## config.mk

```make
export PLATFORM = sky130hd
export DESIGN_NAME = kernel_control_multi_cu_flat
export DESIGN_NICKNAME = d
export VERILOG_FILES = /design/src/rtl/kernel_control_multi_cu_pkg.sv /design/src/rtl/kernel_control_multi_cu_if.sv /design/src/rtl/kernel_control_multi_cu_done_tracker.sv /design/src/rtl/kernel_control_multi_cu.sv /design/src/flat_wrapper.sv
export SDC_FILE = /design/constraint.sdc
export NUM_CORES = 1
export LEC_CHECK = 0
export BUFFER_PORTS_ARGS = -buffer_cell sky130_fd_sc_hd__buf_2
export CAP_MARGIN = 15
export CORE_UTILIZATION = 50
export DETAILED_ROUTE_END_ITERATION = 8
export PLACE_DENSITY = 0.86
export SYNTH_ARGS = -nofsm -noshare
export SYNTH_HDL_FRONTEND = slang
export SYNTH_SLANG_ARGS = --single-unit
```

## constraint.sdc

```tcl
create_clock -name ap_clk -period 3.2 [get_ports ap_clk]
set_input_delay 0.64 -clock ap_clk [delete_from_list [all_inputs] [get_ports ap_clk]]
set_output_delay 0.64 -clock ap_clk [all_outputs]
set_load 0.1 [all_outputs]
```

## src/rtl/kernel_control_multi_cu_pkg.sv

```systemverilog
// Shared definitions for the multi-CU kernel controller: state encoding and parameter defaults.
// The optional watchdog is enabled with KERNEL_CONTROL_MULTI_CU_WATCHDOG_EN.
package PKG_CONTROL;

  localparam int NUM_CHANNELS_DEF = 4;
  localparam int RUN_COUNT_W_DEF  = 32;
  localparam int WDOG_W_DEF       = 24;

  typedef enum logic [2:0] {
    ST_RESET = 3'd0,
    ST_IDLE  = 3'd1,
    ST_SETUP = 3'd2,
    ST_READY = 3'd3,
    ST_START = 3'd4,
    ST_BUSY  = 3'd5,
    ST_DONE  = 3'd6
  } control_sync_state_multi_cu;

endpackage

```

## src/rtl/kernel_control_multi_cu_if.sv

```systemverilog
// Host/channel handshake bundle for kernel_control_multi_cu.
// The timeout flag exists only with KERNEL_CONTROL_MULTI_CU_WATCHDOG_EN.
interface kernel_control_multi_cu_if #(
  parameter int NUM_CHANNELS = PKG_CONTROL::NUM_CHANNELS_DEF,
  parameter int RUN_COUNT_W  = PKG_CONTROL::RUN_COUNT_W_DEF
);

  logic                    ap_start;
  logic [NUM_CHANNELS-1:0] channel_enable;
  logic [NUM_CHANNELS-1:0] cu_setup;
  logic [NUM_CHANNELS-1:0] cu_done;
  logic                    endian_cfg;

  logic                    ap_ready;
  logic                    ap_done;
  logic                    ap_idle;
  logic [NUM_CHANNELS-1:0] cu_start;
  logic                    endian;
  logic                    descriptor_valid;
  logic [RUN_COUNT_W-1:0]  run_count;
`ifdef KERNEL_CONTROL_MULTI_CU_WATCHDOG_EN
  logic                    timeout;
`endif

  modport master (
    output ap_start, channel_enable, cu_setup, cu_done, endian_cfg,
    input  ap_ready, ap_done, ap_idle, cu_start, endian, descriptor_valid, run_count
`ifdef KERNEL_CONTROL_MULTI_CU_WATCHDOG_EN
    , input timeout
`endif
  );

  modport slave (
    input  ap_start, channel_enable, cu_setup, cu_done, endian_cfg,
    output ap_ready, ap_done, ap_idle, cu_start, endian, descriptor_valid, run_count
`ifdef KERNEL_CONTROL_MULTI_CU_WATCHDOG_EN
    , output timeout
`endif
  );

endinterface

```

## src/rtl/kernel_control_multi_cu_done_tracker.sv

```systemverilog
// Per-channel sticky done bits; all_done also counts a done arriving in the current capture cycle.
// Unaffected by KERNEL_CONTROL_MULTI_CU_WATCHDOG_EN.
module kernel_control_done_tracker #(
  parameter int NUM_CHANNELS = PKG_CONTROL::NUM_CHANNELS_DEF
) (
  input  logic                    clk,
  input  logic                    rst,
  input  logic                    clear,
  input  logic                    capture,
  input  logic [NUM_CHANNELS-1:0] cu_done,
  input  logic [NUM_CHANNELS-1:0] mask,
  output logic                    all_done
);

  logic [NUM_CHANNELS-1:0] sticky_q;
  logic [NUM_CHANNELS-1:0] sticky_d;
  logic [NUM_CHANNELS-1:0] seen;

  always_comb begin
    sticky_d = sticky_q;
    seen     = sticky_q;
    if (clear) begin
      sticky_d = '0;
    end else if (capture) begin
      sticky_d = sticky_q | cu_done;
      seen     = sticky_q | cu_done;
    end
    // Disabled channels count as finished, so an empty mask completes at once.
    all_done = &(seen | ~mask);
  end

  always_ff @(posedge clk) begin
    if (rst) begin
      sticky_q <= '0;
    end else begin
      sticky_q <= sticky_d;
    end
  end

endmodule

```

## src/rtl/kernel_control_multi_cu.sv

```systemverilog
// Kernel controller sequencing a host start across several compute-unit channels.
// Define KERNEL_CONTROL_MULTI_CU_WATCHDOG_EN to add the BUSY watchdog and timeout flag.
module kernel_control_multi_cu
  import PKG_CONTROL::*;
#(
  parameter int NUM_CHANNELS = NUM_CHANNELS_DEF,
  parameter int RUN_COUNT_W  = RUN_COUNT_W_DEF,
  parameter int WDOG_W       = WDOG_W_DEF
) (
  input logic                      ap_clk,
  input logic                      areset,
  kernel_control_multi_cu_if.slave bus
);

  localparam logic [RUN_COUNT_W-1:0] RUN_ONE = RUN_COUNT_W'(1);

  control_sync_state_multi_cu state_q, state_d;

  logic                    ap_start_q, ap_start_d;
  logic [NUM_CHANNELS-1:0] channel_enable_q, channel_enable_d;
  logic [NUM_CHANNELS-1:0] cu_setup_q, cu_setup_d;
  logic [NUM_CHANNELS-1:0] cu_done_q, cu_done_d;
  logic                    endian_cfg_q, endian_cfg_d;

  logic [NUM_CHANNELS-1:0] mask_q, mask_d;
  logic                    endian_lat_q, endian_lat_d;
  logic [RUN_COUNT_W-1:0]  run_count_q, run_count_d;

  logic                    ap_ready_q, ap_ready_d;
  logic                    ap_done_q, ap_done_d;
  logic                    ap_idle_q, ap_idle_d;
  logic [NUM_CHANNELS-1:0] cu_start_q, cu_start_d;
  logic                    endian_q, endian_d;
  logic                    descriptor_valid_q, descriptor_valid_d;

  logic                    trk_clear;
  logic                    trk_capture;
  logic                    all_done;
  logic                    setup_ok;

`ifdef KERNEL_CONTROL_MULTI_CU_WATCHDOG_EN
  localparam logic [WDOG_W-1:0] WDOG_ONE = WDOG_W'(1);
  logic [WDOG_W-1:0] wdog_q, wdog_d;
  logic [WDOG_W-1:0] wdog_inc;
  logic              timeout_q, timeout_d;
`else
  logic [31:0]       unused_wdog_w;
  assign unused_wdog_w = WDOG_W;
`endif

  always_comb begin
    ap_start_d       = bus.ap_start;
    channel_enable_d = bus.channel_enable;
    cu_setup_d       = bus.cu_setup;
    cu_done_d        = bus.cu_done;
    endian_cfg_d     = bus.endian_cfg;
  end

  always_ff @(posedge ap_clk) begin
    if (areset) begin
      ap_start_q       <= 1'b0;
      channel_enable_q <= '0;
      cu_setup_q       <= '0;
      cu_done_q        <= '0;
      endian_cfg_q     <= 1'b0;
    end else begin
      ap_start_q       <= ap_start_d;
      channel_enable_q <= channel_enable_d;
      cu_setup_q       <= cu_setup_d;
      cu_done_q        <= cu_done_d;
      endian_cfg_q     <= endian_cfg_d;
    end
  end

  kernel_control_done_tracker #(
    .NUM_CHANNELS(NUM_CHANNELS)
  ) u_done_tracker (
    .clk      (ap_clk),
    .rst      (areset),
    .clear    (trk_clear),
    .capture  (trk_capture),
    .cu_done  (cu_done_q),
    .mask     (mask_q),
    .all_done (all_done)
  );

  assign setup_ok = &(cu_setup_q | ~mask_q);

  always_comb begin
    state_d      = state_q;
    mask_d       = mask_q;
    endian_lat_d = endian_lat_q;
    run_count_d  = run_count_q;
    trk_clear    = 1'b0;
    trk_capture  = 1'b0;
`ifdef KERNEL_CONTROL_MULTI_CU_WATCHDOG_EN
    wdog_d       = wdog_q;
    wdog_inc     = wdog_q + WDOG_ONE;
    timeout_d    = timeout_q;
`endif
    case (state_q)
      ST_RESET: state_d = ST_IDLE;
      ST_IDLE:  state_d = ST_SETUP;
      ST_SETUP: begin
        if (ap_start_q) begin
          state_d = ST_READY;
          mask_d  = channel_enable_q;
        end
      end
      ST_READY: begin
        if (setup_ok) begin
          state_d   = ST_START;
          trk_clear = 1'b1;
        end
      end
      ST_START: begin
        state_d      = ST_BUSY;
        endian_lat_d = endian_cfg_q;
`ifdef KERNEL_CONTROL_MULTI_CU_WATCHDOG_EN
        wdog_d       = '0;
`endif
      end
      ST_BUSY: begin
        trk_capture = 1'b1;
`ifdef KERNEL_CONTROL_MULTI_CU_WATCHDOG_EN
        wdog_d      = wdog_inc;
`endif
        if (all_done) begin
          state_d     = ST_DONE;
          run_count_d = run_count_q + RUN_ONE;
        end
`ifdef KERNEL_CONTROL_MULTI_CU_WATCHDOG_EN
        // A genuine completion in the final watchdog cycle still counts as a run.
        else if (wdog_inc == '1) begin
          state_d   = ST_DONE;
          timeout_d = 1'b1;
        end
`endif
      end
      ST_DONE: begin
        if (ap_start_q) begin
          state_d = ST_READY;
          mask_d  = channel_enable_q;
`ifdef KERNEL_CONTROL_MULTI_CU_WATCHDOG_EN
          timeout_d = 1'b0;
`endif
        end
      end
      default: state_d = ST_RESET;
    endcase
  end

  // Handshake outputs are a registered decode of the current state.
  always_comb begin
    ap_ready_d         = 1'b0;
    ap_done_d          = 1'b0;
    ap_idle_d          = 1'b0;
    cu_start_d         = '0;
    endian_d           = 1'b0;
    descriptor_valid_d = 1'b0;
    case (state_q)
      ST_RESET, ST_IDLE: ap_idle_d = 1'b1;
      ST_SETUP: begin
        ap_idle_d  = 1'b1;
        cu_start_d = mask_q;
      end
      ST_READY: begin
        ap_ready_d = 1'b1;
        cu_start_d = mask_q;
      end
      ST_START: begin
        descriptor_valid_d = 1'b1;
        cu_start_d         = mask_q;
        endian_d           = endian_cfg_q;
      end
      ST_BUSY: begin
        descriptor_valid_d = 1'b1;
        cu_start_d         = mask_q;
        endian_d           = endian_lat_q;
      end
      ST_DONE: begin
        ap_done_d = 1'b1;
        ap_idle_d = 1'b1;
      end
      default: ap_idle_d = 1'b1;
    endcase
  end

  always_ff @(posedge ap_clk) begin
    if (areset) begin
      state_q            <= ST_RESET;
      mask_q             <= '0;
      endian_lat_q       <= 1'b0;
      run_count_q        <= '0;
      ap_ready_q         <= 1'b0;
      ap_done_q          <= 1'b0;
      ap_idle_q          <= 1'b1;
      cu_start_q         <= '0;
      endian_q           <= 1'b0;
      descriptor_valid_q <= 1'b0;
`ifdef KERNEL_CONTROL_MULTI_CU_WATCHDOG_EN
      wdog_q             <= '0;
      timeout_q          <= 1'b0;
`endif
    end else begin
      state_q            <= state_d;
      mask_q             <= mask_d;
      endian_lat_q       <= endian_lat_d;
      run_count_q        <= run_count_d;
      ap_ready_q         <= ap_ready_d;
      ap_done_q          <= ap_done_d;
      ap_idle_q          <= ap_idle_d;
      cu_start_q         <= cu_start_d;
      endian_q           <= endian_d;
      descriptor_valid_q <= descriptor_valid_d;
`ifdef KERNEL_CONTROL_MULTI_CU_WATCHDOG_EN
      wdog_q             <= wdog_d;
      timeout_q          <= timeout_d;
`endif
    end
  end

  assign bus.ap_ready         = ap_ready_q;
  assign bus.ap_done          = ap_done_q;
  assign bus.ap_idle          = ap_idle_q;
  assign bus.cu_start         = cu_start_q;
  assign bus.endian           = endian_q;
  assign bus.descriptor_valid = descriptor_valid_q;
  assign bus.run_count        = run_count_q;
`ifdef KERNEL_CONTROL_MULTI_CU_WATCHDOG_EN
  assign bus.timeout          = timeout_q;
`endif

endmodule
```

## src/flat_wrapper.sv

```systemverilog
// flat-port wrapper written by rule: the top's interface ports become plain ports
module kernel_control_multi_cu_flat import PKG_CONTROL::*;
#(
  parameter int NUM_CHANNELS = NUM_CHANNELS_DEF,
  parameter int RUN_COUNT_W  = RUN_COUNT_W_DEF,
  parameter int WDOG_W       = WDOG_W_DEF
)
  (ap_clk, areset, bus_ap_start, bus_channel_enable, bus_cu_setup, bus_cu_done, bus_endian_cfg, bus_ap_ready, bus_ap_done, bus_ap_idle, bus_cu_start, bus_endian, bus_descriptor_valid, bus_run_count);
  kernel_control_multi_cu_if #(.NUM_CHANNELS(NUM_CHANNELS), .RUN_COUNT_W(RUN_COUNT_W)) bus_i ();
  input logic ap_clk;
  input logic areset;
  input wire logic [$bits(bus_i.ap_start)-1:0] bus_ap_start;
  input wire logic [$bits(bus_i.channel_enable)-1:0] bus_channel_enable;
  input wire logic [$bits(bus_i.cu_setup)-1:0] bus_cu_setup;
  input wire logic [$bits(bus_i.cu_done)-1:0] bus_cu_done;
  input wire logic [$bits(bus_i.endian_cfg)-1:0] bus_endian_cfg;
  output wire logic [$bits(bus_i.ap_ready)-1:0] bus_ap_ready;
  output wire logic [$bits(bus_i.ap_done)-1:0] bus_ap_done;
  output wire logic [$bits(bus_i.ap_idle)-1:0] bus_ap_idle;
  output wire logic [$bits(bus_i.cu_start)-1:0] bus_cu_start;
  output wire logic [$bits(bus_i.endian)-1:0] bus_endian;
  output wire logic [$bits(bus_i.descriptor_valid)-1:0] bus_descriptor_valid;
  output wire logic [$bits(bus_i.run_count)-1:0] bus_run_count;
  assign bus_i.ap_start = bus_ap_start;
  assign bus_i.channel_enable = bus_channel_enable;
  assign bus_i.cu_setup = bus_cu_setup;
  assign bus_i.cu_done = bus_cu_done;
  assign bus_i.endian_cfg = bus_endian_cfg;
  assign bus_ap_ready = bus_i.ap_ready;
  assign bus_ap_done = bus_i.ap_done;
  assign bus_ap_idle = bus_i.ap_idle;
  assign bus_cu_start = bus_i.cu_start;
  assign bus_endian = bus_i.endian;
  assign bus_descriptor_valid = bus_i.descriptor_valid;
  assign bus_run_count = bus_i.run_count;
  kernel_control_multi_cu #(.NUM_CHANNELS(NUM_CHANNELS), .RUN_COUNT_W(RUN_COUNT_W), .WDOG_W(WDOG_W)) u_core (.ap_clk(ap_clk), .areset(areset), .bus(bus_i));
endmodule
```

* Yosys cells after proc, flatten, opt, wreduce, memory -nomap -nowiden *
Cells that the tools add are included.

storage, ports and cells
  input port bits = 16
  bits in registers = 67
  word-level logic and storage cells = 57
  output and inout port bits = 41

cells by class
  add/subtract/negate cells = 1
  equality and inequality tests = 9
  muxes and demuxes = 14
  reductions and logical operators = 12
  bitwise gates (word level) = 5

operators by type and width
  cell                                                  count
  adder 32 x 1 -> 32 bit (second input constant)        1
  one-hot mux 3 bit (6 select lines)                    1
  OR 4 bit                                              3
  equality test 3 bit (second input constant)           3
  two-way mux 3 bit                                     3
  two-way mux 4 bit                                     2
  AND reduction 4 bit                                   2
  OR reduction 2 bit                                    4
  two-way mux 1 bit                                     7
  equality test 3 x 2 -> 1 bit (second input constant)  2
  != test 2 x 1 -> 1 bit (second input constant)        3
  AND reduction 5 bit                                   1
  NOT 4 bit                                             1
  OR reduction 4 bit                                    1
  equality test 3 x 1 -> 1 bit (second input constant)  1
  logical NOT 3 bit                                     1
  AND reduction 3 bit                                   1
  OR reduction 3 bit                                    1
  one-hot mux 1 bit (2 select lines)                    1
  AND reduction 2 bit                                   1
  NOT 1 bit                                             1

* Logic depth before layout (Yosys ltp) *
Gate-level depths: netlist (run 1).

  depth in word-level cells = 10
  depth in mapped cells = 11
  gate-level depth less buffers = 7

* Modules after synthesis *
A second synthesis (run 1) with hierarchy kept.

unflattened totals
  cell total of the unflattened synthesis = 310
  area, all modules = 2855.2 µm²

by module, submodules not included
  module                       area an instance (µm²)  instances  cells each  seq. area each (µm²)
  kernel_control_multi_cu      2660.1                  1          287         1261.2
  kernel_control_done_tracker  195.2                   1          23          80.1

* Worst setup path before layout (run 1) *
OpenSTA, ideal clock, no wires.

  path kind = register to register
  from = register u_core.run_count_q[6] (netlist: u_core.bus.run_count[6])
  to = register u_core.run_count_q[30] (netlist: u_core.bus.run_count[30])
  clock period less this slack = 2.602 ns
  cell stages (with the launch flop) = 6
  required time = 3.129 ns
  path buffers = 0
  setup time = 0.071 ns
  path slack = 0.598 ns
  data arrival time = 2.532 ns
  cell sequence = dfxtp_1 > nand4_2 > nor4_2 > nand2_1 > or4_1 > a21oi_1

on the way
  longest elaborated chain between the ends = 1

ends and longest elaborated chain
  what                      line                            text
  start: declaration        kernel_control_multi_cu.sv:27   logic [RUN_COUNT_W-1:0] run_count_q, run_count_d;
  start signal: assignment  kernel_control_multi_cu.sv:209  run_count_q <= run_count_d;
  adder 32 x 1 -> 32 bit    kernel_control_multi_cu.sv:130  run_count_d = run_count_q + RUN_ONE;

No other way between the ends.
A chain may end at the register's enable or synchronous reset.

* Final worst setup path (run 1) *
  from = register u_core.state_q[1]
  to = register u_core.run_count_q[30] (netlist: u_core.bus.run_count[30])

on the way
  longest elaborated chain between the ends = 6
  elaborated cells on any way between the ends = 8
  classes of those cells = eq/ne (2); mux (4); bitwise (1); reduce/logical (1)

ends and longest elaborated chain
  what                               line                                        text
  start: declaration                 kernel_control_multi_cu.sv:17               control_sync_state_multi_cu state_q, state_d;
  start signal: assignment           kernel_control_multi_cu.sv:206              state_q <= state_d;
  equality test 3 bit                kernel_control_multi_cu.sv:101              case (state_q)
  two-way mux 1 bit                  kernel_control_multi_cu.sv:101
  two-way mux 4 bit                  -
  two-way mux 4 bit                  kernel_control_multi_cu_done_tracker.sv:22  if (clear) begin
  OR 4 bit                           kernel_control_multi_cu_done_tracker.sv:29  all_done = &(seen | ~mask);
  AND reduction 5 bit (no line) (*)  -

Mark *: on every way between the ends. The rest lies on a longest branch, timed or not.

==> results of run 1 <==
metal layers:
layer | vias up | global-route usage | wire length (um)
li1 | 1208 | - | -
met1 | 1110 | 0.254 | 2720
met2 | 52 | 0.323 | 2610
met3 | 7 | 0.0635 | 238
met4 | 0 | 0.0942 | 51
met5 | - | 0 | 0
power groups by stage:
| stage | clock network, uW | logic, uW | registers (uW) |
|---|---|---|---|
| finish | 888 | 231 | 893 |
| global route | 938 | 258 | 898 |
| CTS | 901 | 231 | 893 |
| detailed placement | 0 | 230 | 912 |
| global placement | 0 | 222 | 909 |
| floorplan | 0 | 159 | 942 |
worst paths after layout:
kind / startpoint / end / slack, ns / cells past startpoint
worst max-delay path: u_core.state_q[1] / u_core.bus.run_count[30] / 0.54 / 8
worst min-delay path: u_core.channel_enable_q[2] / u_core.mask_q[2] / 0.46 / 2
worst min register to register: u_core.channel_enable_q[2] / u_core.mask_q[2] / 0.46 / 2
worst max register to register: u_core.state_q[1] / u_core.bus.run_count[30] / 0.54 / 8
sequential cells by signal, summed over array words and instances, names as in the netlist, 3 cells and up:
name,cells
u_core.cu_done_q,4
u_core.channel_enable_q,4
u_core.cu_setup_q,4
u_core.state_q,3
u_core.u_done_tracker.sticky_q,4
u_core.bus.run_count,32
u_core.mask_q,4
u_core.bus.cu_start,4
cells in the mapped netlist, types with 2 or more instances:
library cell / instances
nand2b_1: 4
nor3_1: 6
or4_1: 8
nor2_1: 27
nand3_1: 21
o21ai_0: 8
inv_1: 12
o31ai_1: 9
a31oi_1: 4
clkbuf_1: 10
xor2_1: 12
nand2_1: 24
a21oi_1: 24
dfxtp_1: 67
and3_1: 3
or3_1: 10
xnor2_1: 3
a22oi_1: 2
buf_6: 2
ha_1: 5
nand4_1: 12
and2_1: 5
mux2i_1: 2
nor2b_1: 17
logic make-up after synthesis:
group | Yosys count | share of synthesized area
buffers and inverters | 27 | 0.0436
multiplexers | 2 | 0.00720
adder cells (fa/ha/maj) | 5 | 0.0225
AO/OA/AOI/OAI | 52 | 0.112
XOR/XNOR | 15 | 0.0472
AND/OR/NAND/NOR | 145 | 0.286
flip-flops | 67 | 0.482
worst reg2reg max path: cells and delay by family, from the launching register on:
kind	cells	cell delay, ns
buffers and inverters	2	0.36
AO/OA/AOI/OAI	2	0.48
AND/OR/NAND/NOR	3	1.02
adder cells (fa/ha/maj)	1	0.38
flip-flops	1	0.35
final cells by class:
| class | count | area, um^2 | share of cell area |
|---|---|---|---|
| flip-flops and latches | 67 | 1340 | 0.400 |
| multi-input cells | 219 | 1320 | 0.393 |
| repair buffers | 59 | 303 | 0.0902 |
| clock buffers | 12 | 165 | 0.0492 |
| clock inverters | 4 | 95.1 | 0.0283 |
| well taps | 70 | 87.6 | 0.0261 |
| inverters | 12 | 45.0 | 0.0134 |
through the flow:
step	setup WS (ns)	hold WS (ns)	total power, uW
finish	0.543	0.456	2010
global route	0.309	0.485	2090
CTS	0.567	0.460	2020
detailed placement	0.587	0.448	1140
global placement	0.697	0.435	1130
floorplan	0.598	0.429	1100
==> impl_metrics.env, run 1 <==
export IMPL_outcome="finished, final reports clean"
export IMPL_syn_mean_instance_area_um2=8.89
export IMPL_drive_above_1_share=0.214
export IMPL_layout_cell_area_non_filler_um2=3360
export IMPL_synth_async_sr_flop_share=0
export IMPL_timing_setup_tns_ns=0
export IMPL_cts_root_buffer="clkbuf_8"
export IMPL_routabilityCongestion=0.818
export IMPL_hp_class="register to register"
export IMPL_cap_violations=0
export IMPL_setup_violations=0
export IMPL_setup_worst_path_class="register to register"
export IMPL_post_cts_repair_setup_buffers=0
export IMPL_netlist_cell_type_count=40
export IMPL_drt_initial_drc_count=186
export IMPL_global_route_usage_total=0.205
export IMPL_fillerInstances=441
export IMPL_flop_and_latch_count_out_of_synthesis=67
export IMPL_cts_hold_buffers=0
export IMPL_rsz0062_at_grt="false"
export IMPL_die_h_um=76.6
export IMPL_clk_pin_slew_worst_paths_ns=0.08
export IMPL_placed_cell_area_um2=3100
export IMPL_cp_top_family="simple AND/OR/NAND/NOR gates"
export IMPL_cts_tree="yes"
export IMPL_syn_inst=313
export IMPL_first_global_vias=2193
export IMPL_worst_pin_slew_ns=0.714
export IMPL_dp_cells=427
export IMPL_total_leakage_power_uw=0.00133
export IMPL_final_min_period_over_clock_period=0.830
export IMPL_grt_pass1_wl_um=9560
export IMPL_ys_seq_area_frac=0.482
export IMPL_global_route_overflow_total=0
export IMPL_cts_sinks=67
export IMPL_routed_wl_um=5620
export IMPL_power_share_of_the_sequential_group=0.444
export IMPL_synth_area_leaders="dfxtp_1 48%, a21oi_1 4.3%, nor2b_1 3.8%"
export IMPL_wl_per_cell_um=12.7
export IMPL_critical_path_max_stage_delay_ns=0.59
export IMPL_num_io_pins=57
export IMPL_cp_end_kind="register"
export IMPL_post_synth_instance_area_um2=2780
export IMPL_place_hpwl_um=3910
export IMPL_synth_edff_count=0
export IMPL_max_freq_mhz=376
export IMPL_postCtsResizedCells=0
export IMPL_crit_fanout=20
export IMPL_floorplan_rows=26
export IMPL_worst_path_max_delay_cell="or4_1"
export IMPL_leading_area_contributor_after_synthesis="dfxtp_1"
export IMPL_clk_latency_ns=0.34
export IMPL_crit_path_cell_trace="inv_1 > ha_1 > nand3_1 > a222oi_1 > buf_4 > nand3_2 > or4_1 > a21oi_1"
export IMPL_int_pwr_uw=1520
export IMPL_final_max_slew_violation_count=0
export IMPL_cellPowerDensity_nw_per_um2=600
export IMPL_drtAntennaViolNets=0
export IMPL_cts_buffers=9
export IMPL_final_nets=389
export IMPL_drc_violation_count_after_routing=0
export IMPL_antenna_found_initial=0
export IMPL_vias=2377
export IMPL_drt_first_pass_iters=5
export IMPL_crit_buf_inv=2
export IMPL_final_setup_skew_ns=0.00932
export IMPL_critical_path_required_ns=3.47
export IMPL_synth_top_flop_cell="dfxtp_1"
export IMPL_most_common_layout_cells="67 x dfxtp_1, 56 x buf_2, 27 x nor2_1"
export IMPL_critical_path_arrival_ns=2.93
export IMPL_floorplan_initialDensity=0.531
export IMPL_ctsLongestPathBuffers=2
export IMPL_core_region_area_um2=5240
export IMPL_avgViaCountPerCell=5.37
export IMPL_floorplan_die_area_um2=5870
export IMPL_final_common_cell="dfxtp_1"
export IMPL_power_share_combinational=0.115
export IMPL_vdd_drop_max_mv=0.329
export IMPL_max_slew_margin_rel=0.524
export IMPL_swShare=0.247
export IMPL_critical_path_startpoint_type="register"
export IMPL_area_delta_synth_final_pct=20.6
export IMPL_finalHoldViolations=0
export IMPL_synthesis_nets=334
export IMPL_final_instance_count_excl_fill=443
export IMPL_die_width_um=76.6
export IMPL_netSwitchingPower_uw=496
export IMPL_cts_htree_levels=3
export IMPL_antennaDiodeCount=0
export IMPL_synth_top_area_frac=0.482
export IMPL_synth_warning_count=0
export IMPL_postLayoutCoreUtil=0.641
export IMPL_port_buffers=56
export IMPL_share_clk_of_total_power=0.441
export IMPL_finalWorstPathRequiredPeriod_ns=2.66
export IMPL_largest_net_degree_at_the_start_of_global_routing=42
Note: power is estimated with default switching activity, not from simulation.
==> run 2: changes to the inputs <==
--- a/config.mk
+++ b/config.mk
@@ -5,11 +5,12 @@
 export SDC_FILE = /design/constraint.sdc
 export NUM_CORES = 1
 export LEC_CHECK = 0
+export ABC_AREA = 1
 export BUFFER_PORTS_ARGS = -buffer_cell sky130_fd_sc_hd__buf_2
 export CAP_MARGIN = 15
 export CORE_UTILIZATION = 50
 export DETAILED_ROUTE_END_ITERATION = 8
-export PLACE_DENSITY = 0.86
+export PLACE_DENSITY = 0.88
 export SYNTH_ARGS = -nofsm -noshare
 export SYNTH_HDL_FRONTEND = slang
 export SYNTH_SLANG_ARGS = --single-unit
==> constraint.sdc (replaced) <==
create_clock -name ap_clk -period 2.15 [get_ports ap_clk]
set_input_delay 0.43 -clock ap_clk [delete_from_list [all_inputs] [get_ports ap_clk]]
set_output_delay 0.43 -clock ap_clk [all_outputs]
set_load 0.1 [all_outputs]
==> impl_metrics.env, run 2 <==
export IMPL_ctsLongestPathBuffers=2
export IMPL_port_buffers=56
export IMPL_final_setup_skew_ns=0.00702
export IMPL_syn_inst=490
export IMPL_max_freq_mhz=527
export IMPL_critical_path_arrival_ns=2.18
export IMPL_cellPowerDensity_nw_per_um2=786
export IMPL_drt_initial_drc_count=259
export IMPL_global_route_overflow_total=0
export IMPL_critical_path_required_ns=2.44
export IMPL_core_region_area_um2=6030
export IMPL_crit_path_cell_trace="inv_1 > ha_1 > nand3_1 > nand2_1 > nand2_1 > nor2_2 > nand2_2 > buf_4 > nand2_1 > a21oi_1"
export IMPL_synth_warning_count=0
export IMPL_drive_above_1_share=0.152
export IMPL_die_h_um=81.9
export IMPL_floorplan_die_area_um2=6710
export IMPL_timing_setup_tns_ns=0
export IMPL_cts_hold_buffers=0
export IMPL_largest_reg_flops=32
export IMPL_die_width_um=81.9
export IMPL_wl_per_cell_um=12.1
export IMPL_num_io_pins=57
export IMPL_postCtsResizedCells=0
export IMPL_syn_mean_instance_area_um2=6.51
export IMPL_synthesis_nets=511
export IMPL_worst_path_max_delay_cell="dfxtp_1"
export IMPL_area_delta_synth_final_pct=16.5
export IMPL_most_common_layout_cells="147 x nand2_1, 107 x nor2_1, 65 x dfxtp_1"
export IMPL_critical_path_startpoint_type="register"
export IMPL_rsz0062_at_grt="false"
export IMPL_worst_pin_slew_ns=0.611
export IMPL_final_common_cell="nand2_1"
export IMPL_synth_top_flop_cell="dfxtp_1"
export IMPL_cp_end_kind="register"
export IMPL_setup_violations=0
export IMPL_cap_violations=0
export IMPL_post_cts_repair_setup_buffers=0
export IMPL_critical_path_max_stage_delay_ns=0.39
export IMPL_leading_area_contributor_after_synthesis="dfxtp_1"
export IMPL_cts_root_buffer="clkbuf_8"
export IMPL_vias=3194
export IMPL_max_slew_margin_rel=0.590
export IMPL_cts_htree_levels=3
export IMPL_flop_and_latch_count_out_of_synthesis=67
export IMPL_vdd_drop_max_mv=0.475
export IMPL_avgViaCountPerCell=5.08
export IMPL_floorplan_rows=28
export IMPL_synth_async_sr_flop_share=0
export IMPL_final_min_period_over_clock_period=0.882
export IMPL_routed_wl_um=7620
export IMPL_grt_pass1_wl_um=12600
export IMPL_netlist_cell_type_count=25
export IMPL_clk_pin_slew_worst_paths_ns=0.07
export IMPL_final_max_slew_violation_count=0
export IMPL_routabilityCongestion=0.915
export IMPL_first_global_vias=2862
export IMPL_clk_latency_ns=0.36
export IMPL_cts_tree="yes"
export IMPL_synth_commonest_cells="147 x nand2_1, 107 x nor2_1, 67 x dfxtp_1"
export IMPL_largest_net_degree_at_the_start_of_global_routing=33
export IMPL_floorplan_initialDensity=0.530
export IMPL_antenna_found_initial=0
export IMPL_placed_cell_area_um2=3550
export IMPL_antennaDiodeCount=0
export IMPL_finalHoldViolations=0
export IMPL_layout_cell_area_non_filler_um2=3720
export IMPL_drt_first_pass_iters=4
export IMPL_cts_sinks=67
export IMPL_synth_most_common_cell="nand2_1"
export IMPL_synth_top_area_frac=0.420
export IMPL_total_leakage_power_uw=0.00157
export IMPL_crit_fanout=16
export IMPL_cts_buffers=9
export IMPL_outcome="finished, final reports clean"
export IMPL_synth_edff_count=0
export IMPL_ys_seq_area_frac=0.420
export IMPL_hp_class="primary input to register"
export IMPL_place_hpwl_um=5690
export IMPL_global_route_usage_total=0.250
export IMPL_finalWorstPathRequiredPeriod_ns=1.90
export IMPL_setup_worst_path_class="register to register"
export IMPL_post_synth_instance_area_um2=3190
export IMPL_drtAntennaViolNets=0
export IMPL_drc_violation_count_after_routing=0
export IMPL_cp_common_cell="nand2_1"
export IMPL_synth_area_leaders="dfxtp_1 42%, nand2_1 17%, nor2_1 13%"
export IMPL_final_nets=571
## run 2: cell count changes in the layout (fill, tap and decap cells not counted), sizes merged, moves of 4 or more
cell,previous run,this run
nor2b,17,0
nor2,27,108
or4,8,0
and2,5,0
o31ai,9,0
nand4,13,3
a31oi,4,0
or3,10,0
inv,12,56
nand2,24,150
a21oi,24,32
nand2b,4,0
xor2,12,8
## run 2: cell type report
cell class                 count  area [um^2]
timing repair buffer          60          310
sequential                    67         1340
clock inverter                 4         27.5
clock buffer                  11          141
multi-input combinational    356         1590
inverter                      56          210
tap                           75         93.8
fill                         570         2310
## run 2: metrics by stage
step / std cells / utilization / hold slack (ns) / power, uW / setup WS (ns)
after floorplan: 490 / - / 0.426 / 1890 / 0.0624
after global placement: 614 / 0.589 / 0.435 / 1990 / 0.387
after detailed placement: 614 / 0.589 / 0.443 / 2020 / 0.280
after CTS: 629 / 0.617 / 0.267 / 2930 / 0.250
after global routing: 629 / 0.617 / 0.277 / 3050 / 0.0839
final: 629 / 0.617 / 0.269 / 2920 / 0.254
## run 2: final timing paths
check / startpoint / end / slack (ns) / depth (start not counted)
worst min-delay path: bus_cu_done[1] / u_core.cu_done_q[1] / 0.27 / 3
worst max-delay path: u_core.state_q[1] / u_core.bus.run_count[11] / 0.25 / 10
worst max register to register: u_core.state_q[1] / u_core.bus.run_count[11] / 0.25 / 10
worst min register to register: u_core.u_done_tracker.sticky_q[2] / u_core.u_done_tracker.sticky_q[2] / 0.46 / 2
## run 2: metal layers
layer / global-route usage / up-vias / wire (um)
met4: 0.0965 / 0 / 141
met5: 0 / - / 0
met2: 0.413 / 113 / 3600
met1: 0.305 / 1438 / 3370
met3: 0.0722 / 15 / 512
li1: - / 1628 / -
## run 2: logic make-up after synthesis
logic type,share of synthesized area
XOR/XNOR,0.0357
AND/OR/NAND/NOR,0.367
flip-flops,0.420
AO/OA/AOI/OAI,0.0760
adder cells (fa/ha/maj),0.0196
buffers and inverters,0.0815
## run 2: worst max-delay path, delay by kind of cell, from the launching register on
kind	cells	cell delay (ns)
adder cells (fa/ha/maj)	1	0.23
AND/OR/NAND/NOR	6	0.74
buffers and inverters	2	0.33
AO/OA/AOI/OAI	1	0.15
flip-flops	1	0.39
## run 2: power by group
part | total (uW) | switching, uW | internal (uW)
Combinational | 624 | 460 | 164
Sequential | 1370 | 54.5 | 1320
Clock | 925 | 484 | 441
